`config.mk`:
```
export PLATFORM = sky130hd
export DESIGN_NAME = rect_frame_loader
export DESIGN_NICKNAME = d
export VERILOG_FILES = /design/src/rtl/rect_frame_loader.sv
export SDC_FILE = /design/constraint.sdc
export NUM_CORES = 1
export LEC_CHECK = 0
export ABC_AREA = 1
export CORE_UTILIZATION = 55
export CTS_CLUSTER_SIZE = 30
export DETAILED_ROUTE_END_ITERATION = 10
export DONT_BUFFER_PORTS = 1
export PLACE_DENSITY = 0.7
export SLEW_MARGIN = 20
export SYNTH_ARGS = -nofsm -noshare
export SYNTH_HDL_FRONTEND = slang
export SYNTH_SLANG_ARGS = --single-unit
```
`constraint.sdc`:
```
create_clock -name clk -period 3.7 [get_ports clk]
set_clock_uncertainty 0.2 [all_clocks]
set_input_delay 0.185 -clock clk [delete_from_list [all_inputs] [get_ports clk]]
set_output_delay 0.185 -clock clk [all_outputs]
set_load 0.01 [all_outputs]
```
`src/rtl/rect_frame_loader.sv`:
```
// Once per frame, copies the rect table from data RAM to the GPU rect memories.
// Relative width/height become absolute right/bottom on the way through.
module rect_frame_loader #(
  parameter int unsigned            RECT_COUNT       = 64,
  parameter int unsigned            RECT_COUNT_WIDTH = 6,
  parameter int unsigned            ADDR_WIDTH       = 16,
  parameter logic [ADDR_WIDTH-1:0]  RECT_BASE        = 16'h0100
) (
  input  logic                  clk,
  input  logic                  reset,
  input  logic                  frame_start,
  output logic                  mem_req,
  input  logic                  mem_grant,
  output logic [ADDR_WIDTH-1:0] mem_addr,
  input  logic [15:0]           mem_dout,
  output logic                  copy_start,
  output logic [15:0]           gpu_dout,
  output logic                  busy,
  output logic                  frame_done,
  output logic                  overrun
);

  localparam int unsigned FIELD_WIDTH = 3;
  localparam int unsigned FIELDS      = 5;

  localparam logic [FIELD_WIDTH-1:0] F_LEFT   = 3'd0;
  localparam logic [FIELD_WIDTH-1:0] F_TOP    = 3'd1;
  localparam logic [FIELD_WIDTH-1:0] F_RIGHT  = 3'd2;
  localparam logic [FIELD_WIDTH-1:0] F_BOTTOM = 3'd3;

  typedef enum logic [2:0] {
    S_IDLE,
    S_REQ,
    S_STREAM,
    S_DRAIN,
    S_DONE
  } state_t;

  state_t state;
  state_t state_next;

  logic [FIELD_WIDTH-1:0]      field_idx;
  logic [RECT_COUNT_WIDTH-1:0] rect_idx;
  logic                        last_addr;
  logic                        first_addr;

  logic                  mem_req_d;
  logic                  busy_d;
  logic                  frame_done_d;
  logic                  copy_start_d;
  logic                  overrun_d;
  logic [ADDR_WIDTH-1:0] mem_addr_d;

  logic                   rd_valid;
  logic [FIELD_WIDTH-1:0] rd_field;
  logic [15:0]            x_q;
  logic [15:0]            y_q;

  assign last_addr  = (field_idx == FIELD_WIDTH'(FIELDS - 1)) &&
                      (rect_idx == RECT_COUNT_WIDTH'(RECT_COUNT - 1));
  assign first_addr = (field_idx == '0) && (rect_idx == '0);

  // State register
  always_ff @(posedge clk) begin
    if (reset) state <= S_IDLE;
    else       state <= state_next;
  end

  // Next-state logic
  always_comb begin
    state_next = state;
    case (state)
      S_IDLE:   if (frame_start) state_next = S_REQ;
      S_REQ:    if (mem_grant)   state_next = S_STREAM;
      S_STREAM: if (last_addr)   state_next = S_DRAIN;
      S_DRAIN:  state_next = S_DONE;
      S_DONE:   state_next = S_IDLE;
      default:  state_next = S_IDLE;
    endcase
  end

  // Next values of the registered control outputs
  always_comb begin
    mem_req_d    = (state_next == S_REQ) || (state_next == S_STREAM) ||
                   (state_next == S_DRAIN);
    busy_d       = (state_next != S_IDLE);
    frame_done_d = (state_next == S_DONE);
    copy_start_d = (state == S_STREAM) && first_addr;
    overrun_d    = overrun || (frame_start && (state != S_IDLE));
    mem_addr_d   = mem_addr;
    if ((state == S_IDLE) && frame_start)
      mem_addr_d = RECT_BASE;
    else if ((state == S_STREAM) && !last_addr)
      mem_addr_d = mem_addr + ADDR_WIDTH'(1);
  end

  // Control output registers
  always_ff @(posedge clk) begin
    if (reset) begin
      mem_req    <= 1'b0;
      busy       <= 1'b0;
      frame_done <= 1'b0;
      copy_start <= 1'b0;
      overrun    <= 1'b0;
      mem_addr   <= '0;
    end else begin
      mem_req    <= mem_req_d;
      busy       <= busy_d;
      frame_done <= frame_done_d;
      copy_start <= copy_start_d;
      overrun    <= overrun_d;
      mem_addr   <= mem_addr_d;
    end
  end

  // Field/rect counters track the address being issued; they wrap together
  always_ff @(posedge clk) begin
    if (reset || (state != S_STREAM)) begin
      field_idx <= '0;
      rect_idx  <= '0;
    end else if (field_idx == FIELD_WIDTH'(FIELDS - 1)) begin
      field_idx <= '0;
      rect_idx  <= rect_idx + RECT_COUNT_WIDTH'(1);
    end else begin
      field_idx <= field_idx + FIELD_WIDTH'(1);
    end
  end

  // Read-data pipeline: mem_dout lags the address by one cycle
  always_ff @(posedge clk) begin
    if (reset) begin
      rd_valid <= 1'b0;
      rd_field <= '0;
      x_q      <= '0;
      y_q      <= '0;
      gpu_dout <= '0;
    end else begin
      rd_valid <= (state == S_STREAM);
      rd_field <= field_idx;
      if (rd_valid) begin
        case (rd_field)
          F_LEFT: begin
            gpu_dout <= mem_dout;
            x_q      <= mem_dout;
          end
          F_TOP: begin
            gpu_dout <= mem_dout;
            y_q      <= mem_dout;
          end
          F_RIGHT:  gpu_dout <= x_q + mem_dout;
          F_BOTTOM: gpu_dout <= y_q + mem_dout;
          default:  gpu_dout <= mem_dout;
        endcase
      end
    end
  end

endmodule
```
[Word level (Yosys, flattened, before mapping)]
Index checks and enable logic that the tools add are counted.
Storage, ports and cells
  flip-flop bits (word level): 85
  bits in latches: 0
  RAM bits: 0
  bits in read-only memories: 0
  output and inout bits: 37
  word-level logic and storage cells: 62
  memories kept: 0
Cells by class
  add/sub/neg operators: 5
  multiply operators: 0
  div/mod/pow operators: 0
  $lt $le $gt $ge: 0
  equal/unequal tests: 13
  shifts and indexed selects: 0
  multiplexer cells: 7
  bitwise operators: 0
  reductions and logical operators: 22
Operator list (number)
  16-bit adder: 2
  16-bit case mux with 2 select lines: 1
  3-bit by 2-bit equality test with 1-bit output, second input constant: 6
  9-bit two-way mux: 2
  16-bit by 1-bit adder with 16-bit output, second input constant: 1
  3-bit case mux with 4 select lines: 1
  3-bit by 1-bit equality test with 1-bit output, second input constant: 3
  3-bit logical NOT: 3
  3-bit two-way mux: 3
  6-bit by 1-bit adder with 6-bit output, second input constant: 1
  3-bit equality test, second input constant: 2
  6-bit equality test, second input constant: 1
  1-bit logical AND: 6
  6-bit logical NOT: 1
  3-bit nonzero test: 2
  1-bit logical OR: 4
  2-bit AND reduction: 2
  2-bit OR reduction: 2
  3-bit by 1-bit adder with 3-bit output, second input constant: 1
  3-bit by 2-bit != test with 1-bit output, second input constant: 1
  2-bit nonzero test: 1
  1-bit logical NOT: 1

[Longest topological paths before layout]
Gate-level depths: netlist (run 1).
  depth after elaboration: 7
  depth in mapped cells: 17

[Worst setup path before layout (run 1)]
No wires, ideal clock.
  path type: register -> register
  start: register rd_field[0]
  end: register gpu_dout[8]
  setup time: 133 ps
  arrival time: 2124 ps
  required time: 3367 ps
  path slack: 1242 ps
  cell stages (with the launch flop): 15
  path through: dfxtp_1 > nand2_1 > nor2_2 > clkbuf_1 > nand2_1 > nand2_1 > ha_1 > or2_2 > and2_1 > nand2_1 > nand2_1 > xnor2_1 > nand2_1 > nand2_1 > a21oi_1
On the way
  word-level cells in the longest chain between the ends: 2
  elaborated cells between the ends (all ways): 3
  those cells by class: 2 x eq/ne; 1 x mux
Ends and longest elaborated chain
  from (decl): RTL line 55  | logic [FIELD_WIDTH-1:0] rd_field;
  from (signal assigned): RTL line 139  | rd_field <= field_idx;
  3-bit by 2-bit equality test with 1-bit output: RTL line 141  | case (rd_field)
  16-bit case mux with 2 select lines (*): RTL line 141
  to (signal assigned): RTL line 143  | gpu_dout <= mem_dout;
  to (signal assigned): RTL line 147  | gpu_dout <= mem_dout;
  to (signal assigned): RTL line 150  | F_RIGHT: gpu_dout <= x_q + mem_dout;
  to (decl): RTL line 17  | output logic [15:0] gpu_dout,
Mark *: on every way between the ends. The rest lies on a longest branch, timed or not.
A chain may end at the register's enable or synchronous reset.

[Final worst setup path (run 1)]
  start: register rd_field[1]
  end: register gpu_dout[7]
The elaborated chain is that of the path after synthesis.

==> results of run 1 <==
-- state kept, by name, summed over array words and instances (netlist names) --
signal	count
gpu_dout	16
mem_addr	16
x_q	16
y_q	16
rect_idx	6
field_idx	3
rd_field	3
state	3
busy	1
copy_start	1
frame_done	1
mem_req	1
overrun	1
rd_valid	1
-- cells in the final DEF (no fill, tap or decap), types with 6 or more instances in the layout --
cell and count:
sky130_fd_sc_hd__o21ai_0 48, sky130_fd_sc_hd__xor2_1 8, sky130_fd_sc_hd__nor3_1 12, sky130_fd_sc_hd__dfxtp_1 85, sky130_fd_sc_hd__a21oi_1 34, sky130_fd_sc_hd__nand3_1 39, sky130_fd_sc_hd__o211ai_1 6, sky130_fd_sc_hd__nor2_1 93
sky130_fd_sc_hd__inv_1 89, sky130_fd_sc_hd__nand4_1 7, sky130_fd_sc_hd__clkbuf_8 10, sky130_fd_sc_hd__dlygate4sd3_1 20, sky130_fd_sc_hd__nand2_1 204, sky130_fd_sc_hd__ha_1 22
-- through the flow --
step                cells  area (um2)  hold slack (ns)  setup slack (ns)  power [W]
global route          834        5210           0.0824             0.229    0.00203
finish                834        5210           0.0556             0.466    0.00194
detailed placement    798        4760           0.0599             0.992    0.00113
global placement      798        4760           0.0585              1.07    0.00112
floorplan             710        4710            0.130              1.24    0.00110
CTS                   834        5210           0.0433             0.458    0.00195
-- report_power, final --
part	internal [W]	switching [W]
clock	0.000470	0.000337
combinational	0.0000679	0.000114
sequential	0.000933	0.0000187
-- cell families after synthesis --
group / Yosys count / share of synthesized area
buffers and inverters: 112 / 0.0941
and+or+nand+nor: 380 / 0.347
DFF: 85 / 0.362
xor gates and xnor gates: 13 / 0.0242
AOI/OAI and AO/OA: 97 / 0.111
adders and majority gates: 23 / 0.0627
-- worst max-delay path by stage --
stage | start | end | slack [ns] | depth (start not counted)
after global routing | rd_field[1] | gpu_dout[7] | 0.23 | 13
after floorplan | rd_field[0] | gpu_dout[8] | 1.24 | 14
after global placement | rd_field[0] | gpu_dout[8] | 1.07 | 13
after detailed placement | rd_field[0] | gpu_dout[8] | 0.99 | 13
after CTS | rd_field[1] | gpu_dout[7] | 0.46 | 13
final | rd_field[1] | gpu_dout[7] | 0.47 | 13
-- layer usage --
layer  global-route usage  wire (um)
met1                0.324       5070
met2                0.460       5340
met3               0.0459        400
met4                0.131        279
met5                    0          0
-- critical path: cells and delay by family, from the launching register on --
| kind | cells | cell delay, ns |
|---|---|---|
| XOR/XNOR | 1 | 0.16 |
| adder cells (fa/ha/maj) | 1 | 0.28 |
| AND/OR/NAND/NOR | 8 | 1.25 |
| buffers and inverters | 1 | 0.59 |
| AO/OA/AOI/OAI | 2 | 0.27 |
| flip-flops | 1 | 0.39 |
-- area by class of cell --
class	count	area share
inverters	92	0.0665
well taps	105	0.0252
flip-flops and latches	85	0.326
multi-input cells	513	0.492
clock inverters	5	0.0204
clock buffers	11	0.0271
repair buffers	23	0.0427
==> metrics.md, run 1 <==
| Metric | Value |
|---|---|
| Utilization after layout | `0.631` |
| Fin crit period | `3.23 ns` |
| Async set-or-reset flop fraction in the synthesized netlist | `0` |
| Share of post-route cells with drive strength above 1 | `0.0562` |
| Data arrival time of the worst path | `about 3.3 ns` |
| CTS tree | `done` |
| Power density over the cells | `roughly 370 nW/um2` |
| Synthesized net count | `753` |
| Slowest Stage Delay on Critical Path | `0.59 ns` |
| VDD IR-drop max | `around 0.00026 V` |
| Tot GR Track Use | `0.268` |
| Post-synth EDFFs | `0` |
| Antenna diode count | `0` |
| Data required, critical path | `~3.8 ns` |
| Aggregate global routing overflow | `0` |
| Most repeated cell in the gate-level netlist after synthesis | `sky130_fd_sc_hd__nand2_1` |
| Post-synthesis instance area | `4710 um2` |
| Hold-fix buffers, CTS | `20` |
| Fill cells | `around 810` |
| Crit Reg-Reg Startpoint | `rd_field[1]` |
| Max frequency | `about 0.31 GHz` |
| Part of the Yosys area used for sequential elements | `0.362` |
| Max-cap violation count | `0` |
| Actual slew at the worst max-slew pin | `0.815 ns` |
| Post-Syn Instances | `710` |
| Wire length of the first global-routing pass | `18700 um` |
| Count of vias placed by the detailed router | `approximately 4400` |
| Worst Hold Depth | `4` |
| Yosys warning count | `0` |
| Final Hold Violating Endpoints | `0` |
| Static power due to leakage | `between 2 and 2.5 nW` |
| Wire length per cell after detailed routing | `13.3 um` |
| Tightest slew margin relative to the limit | `0.456` |
| Worst Setup End Kind | `flop` |
| Final total negative setup slack | `0 ns` |
| Worst R2R Path Depth | `13` |
| Slowest stage cell on the critical path | `sky130_fd_sc_hd__dlygate4sd3_1` |
| Post-synthesis cell type count | `36` |
| Setup slack of the most critical reg-to-reg path | `approximately 0.47 ns` |
| Die Footprint | `between 8000 and 9000 um2` |
| Routability cong. | `roughly 0.89` |
| Startpoint type of the worst setup path | `flop` |
| Status | `finished, final reports clean` |
| CTS Root Cell | `sky130_fd_sc_hd__clkbuf_8` |
| Pin count of the biggest net entering global routing | `40` |
| Per-cell via count in the routed design | `5.23` |
| Hold Path Origin | `mem_dout[3]` |
| Number of instances resized during post-cts repair | `0` |
| CTS Sinks | `85` |
| Synthesized area per cell | `6.63 um2` |
| Number of DRC violations after detailed routing | `0` |
| Clock transition at path regs | `0.09 ns` |
| Main synth FF type | `sky130_fd_sc_hd__dfxtp_1` |
| Area share of the largest cell type after synthesis | `0.362` |
| NumNets Final | `767` |
| Violation count after the first detailed-routing iteration | `178` |
| Leading post-synthesis cells by instance count | `sky130_fd_sc_hd__nand2_1, sky130_fd_sc_hd__nor2_1, sky130_fd_sc_hd__inv_1` |
| Largest fanout on the critical path | `16` |
| Unrepaired setup endpoints after global routing | `false` |
| Ordered list of cells on the worst path | `nand2_1 -> nor2_2 -> nand2_1 -> nand2_1 -> ha_1 -> nand2_1 -> nand3_1 -> nand2_1 -> nand2_1 -> xor2_1 -> o21bai_1 -> a21oi_1 -> dlygate4sd3_1` |
| Sum of routed wire length over all layers | `approximately 11000 um` |
| Critical register-to-register path endpoint | `gpu_dout[7]` |
| Fin crit share | `0.874` |
| Antenna violations before repair | `0` |
| Placed wire-length estimate after detailed placement | `just under 8000 um` |
| Largest area contributor in the synthesized netlist | `sky130_fd_sc_hd__dfxtp_1` |
| Number of setup violations in the final report | `0` |
| Row Count | `33` |
| Worst skew pair latency | `between 0.3 and 0.4 ns` |
| Final Max Slew Viols | `0` |
| Clock buffer count from CTS | `9` |
| Layout-stage area growth over the synthesis result | `10.7%` |
| Die height | `94.5 um` |
| Number of top-level design ports | `57` |
| Cells taking the most area after synthesis | `sky130_fd_sc_hd__dfxtp_1, sky130_fd_sc_hd__nand2_1, sky130_fd_sc_hd__nor2_1` |
| Iteration count of the initial detailed-routing pass | `5` |
| Count of state elements after synthesis | `85` |
| Footprint of the flip-flops and latches | `1700 um2` |
| Class of the tightest hold or removal check | `in2reg` |
| Core outline area | `8260 um2` |
| Initial core utilization | `0.570` |
| Post-route antenna net violation count | `0` |
| Type of the setup path with the least slack | `reg2reg` |
| Endpoint of the worst hold path | `gpu_dout[3]` |
| Number of levels in the clock H-tree | `3` |
| Worst-case clock buffer depth | `2` |
| Buffer count from post-CTS setup fixing | `0` |
| Cell with the most instances on the worst path | `sky130_fd_sc_hd__nand2_1` |
| Buffers on Ports | `0` |
| Number of global-route vias before repair | `4223` |
| Die Span X | `roughly 95 um` |
| Area of combinational cells with multiple inputs | `2560 um2` |
(Power assumes the default switching activity.)
==> run 2: changes to the inputs <==
--- a/config.mk
+++ b/config.mk
@@ -10,6 +10,7 @@
 export CTS_CLUSTER_SIZE = 30
 export DETAILED_ROUTE_END_ITERATION = 10
 export DONT_BUFFER_PORTS = 1
+export MAX_ROUTING_LAYER = met4
 export PLACE_DENSITY = 0.7
 export SLEW_MARGIN = 20
 export SYNTH_ARGS = -nofsm -noshare
==> run 2 against run 1 <==
Effect of this change: core utilization unchanged; sequential power about the same; largest power group unchanged; critical path depth unchanged; largest cell class unchanged; design area unchanged; cell count unchanged; count of clock-buffer cells in the layout unchanged; register-to-register slack about the same.
==> metrics.md, run 2 (synthesis results as in run 1) <==
| Metric | Value |
|---|---|
| Ordered list of cells on the worst path | `nand2_1 -> nor2_2 -> nand2_1 -> nand2_1 -> ha_1 -> nand2_1 -> nand3_1 -> nand2_1 -> nand2_1 -> xor2_1 -> o21bai_1 -> a21oi_1 -> dlygate4sd3_1` |
| Share of post-route cells with drive strength above 1 | `0.0562` |
| Slowest stage cell on the critical path | `sky130_fd_sc_hd__dlygate4sd3_1` |
| Placed wire-length estimate after detailed placement | `7830 um` |
| Worst path setup slack after routing | `0.466 ns` |
| Setup slack of the most critical reg-to-reg path | `between 0.4 and 0.5 ns` |
| Layout-stage area growth over the synthesis result | `10.7%` |
| Actual slew at the worst max-slew pin | `0.815 ns` |
| Number of setup violations in the final report | `0` |
| NumNets Final | `767` |
| Fill cells | `812` |
| Status | `finished, final reports clean` |
| Antenna violations before repair | `0` |
| Aggregate global routing overflow | `0` |
| Placed cell count | `about 800` |
| Number of standard cells in the final layout excluding fillers | `834` |
| Data arrival time of the worst path | `3.29 ns` |
| Slowest Stage Delay on Critical Path | `0.58 ns` |
| Post-route antenna net violation count | `0` |
| Power density over the cells | `372 nW/um2` |
| Fin crit period | `3.23 ns` |
| Static power due to leakage | `2.34 nW` |
| Highest-count cells in the layout ignoring fill and taps | `sky130_fd_sc_hd__nand2_1, sky130_fd_sc_hd__nor2_1, sky130_fd_sc_hd__inv_1, sky130_fd_sc_hd__dfxtp_1, sky130_fd_sc_hd__o21ai_0` |
| Final Hold Violating Endpoints | `0` |
| Die Footprint | `8930 um2` |
| CTS Root Cell | `sky130_fd_sc_hd__clkbuf_8` |
| Core outline area | `about 8300 um2` |
| Family of cells with the greatest summed delay on the critical path | `simple AND/OR/NAND/NOR gates` |
| Post-route cell area | `roughly 5200 um2` |
| Data required, critical path | `3.76 ns` |
| Antenna diode count | `0` |
| Worst-case clock buffer depth | `2` |
| Clock buffer count from CTS | `9` |
| Buffers and inverters on the worst path | `1` |
| Die Span X | `94.5 um` |
| Per-cell via count in the routed design | `about 5.2` |
| Iteration count of the initial detailed-routing pass | `4` |
| Max frequency | `0.309 GHz` |
| Wire length of the first global-routing pass | `18700 um` |
| Buffers on Ports | `0` |
| Row Count | `33` |
| Number of DRC violations after detailed routing | `0` |
| Most common library cell in the layout ignoring fill and taps | `sky130_fd_sc_hd__nand2_1` |
| Tot GR Track Use | `0.276` |
| VDD IR-drop max | `0.000258 V` |
| Pin count of the biggest net entering global routing | `40` |
| Max-cap violation count | `0` |
| Worst skew pair latency | `between 0.3 and 0.4 ns` |
| Largest fanout on the critical path | `16` |
| Initial core utilization | `0.570` |
| Violation count after the first detailed-routing iteration | `174` |
| Type of the setup path with the least slack | `reg2reg` |
| Number of levels in the clock H-tree | `3` |
| Count of vias placed by the detailed router | `4367` |
| Worst Setup End Kind | `flop` |
| Routability cong. | `between 0.9 and 1` |
| Cell with the most instances on the worst path | `sky130_fd_sc_hd__nand2_1` |
| CTS tree | `done` |
| Number of global-route vias before repair | `4218` |
| Dpl ws | `0.992 ns` |
| Instance area at placement | `approximately 4800 um2` |
| Class of the tightest hold or removal check | `in2reg` |
| Final total negative setup slack | `0 ns` |
| CTS Sinks | `85` |
| Sum of routed wire length over all layers | `~11000 um` |
| Tightest slew margin relative to the limit | `0.455` |
| Clock transition at path regs | `0.09 ns` |
| Number of top-level design ports | `57` |
| Utilization after layout | `0.631` |
| Final Max Slew Viols | `0` |
| Unrepaired setup endpoints after global routing | `false` |
| Die height | `94.5 um` |
| Fin crit share | `0.874` |
| Wire length per cell after detailed routing | `13.3 um` |
| Startpoint type of the worst setup path | `flop` |
run 2: final cells by class:
class | instances | area, um2 | share of cell area
multi-input combinational | 513 | 2560 | 0.492
sequential | 85 | 1700 | 0.326
inverter | 92 | 347 | 0.0665
timing repair buffer | 23 | 223 | 0.0427
clock buffer | 11 | 141 | 0.0271
tap | 105 | 131 | 0.0252
clock inverter | 5 | 106 | 0.0204
run 2: per-stage QoR:
step / hold slack, ns / power [W]
5_1_grt: 0.0824 / 0.00203
3_3_place_gp: 0.0585 / 0.00112
6_report: 0.0550 / 0.00194
3_5_place_dp: 0.0599 / 0.00113
2_1_floorplan: 0.130 / 0.00110
4_1_cts: 0.0433 / 0.00195
run 2: worst reg2reg max path, cell delays in order, from the launching register on:
cell,delay (ns)
sky130_fd_sc_hd__dfxtp_1,0.40
sky130_fd_sc_hd__nand2_1,0.08
sky130_fd_sc_hd__nor2_2,0.51
sky130_fd_sc_hd__nand2_1,0.11
sky130_fd_sc_hd__nand2_1,0.12
sky130_fd_sc_hd__ha_1,0.28
sky130_fd_sc_hd__nand2_1,0.11
sky130_fd_sc_hd__nand3_1,0.12
sky130_fd_sc_hd__nand2_1,0.09
sky130_fd_sc_hd__nand2_1,0.11
sky130_fd_sc_hd__xor2_1,0.16
sky130_fd_sc_hd__o21bai_1,0.18
sky130_fd_sc_hd__a21oi_1,0.09
sky130_fd_sc_hd__dlygate4sd3_1,0.58
run 2: worst paths after layout:
check,from,endpoint,depth (start not counted)
worst max register to register,rd_field[1],gpu_dout[7],13
worst min-delay path,mem_dout[3],gpu_dout[3],4
worst max-delay path,rd_field[1],gpu_dout[7],13
worst min register to register,field_idx[0],field_idx[0],1
run 2: layer usage:
| layer | GRT usage | vias to the layer above | wire (um) |
|---|---|---|---|
| met3 | 0.0459 | 20 | 408 |
| met4 | 0.131 | 0 | 238 |
| met5 | - | - | 0 |
| met1 | 0.325 | 1977 | 5050 |
| li1 | - | 2289 | - |
| met2 | 0.459 | 81 | 5420 |
run 2: timing repair:
action / 4_1_cts / 5_1_grt
hold endpoints to repair: 70 / 0
buffers inserted: 0 / 0
gates resized for setup: 0 / 0
hold buffers: 20 / 0
run 2: power by group:
| part | switching, W | internal [W] | total, W |
|---|---|---|---|
| sequential | 0.0000187 | 0.000933 | 0.000952 |
| clock | 0.000336 | 0.000470 | 0.000806 |
| combinational | 0.000114 | 0.0000679 | 0.000182 |
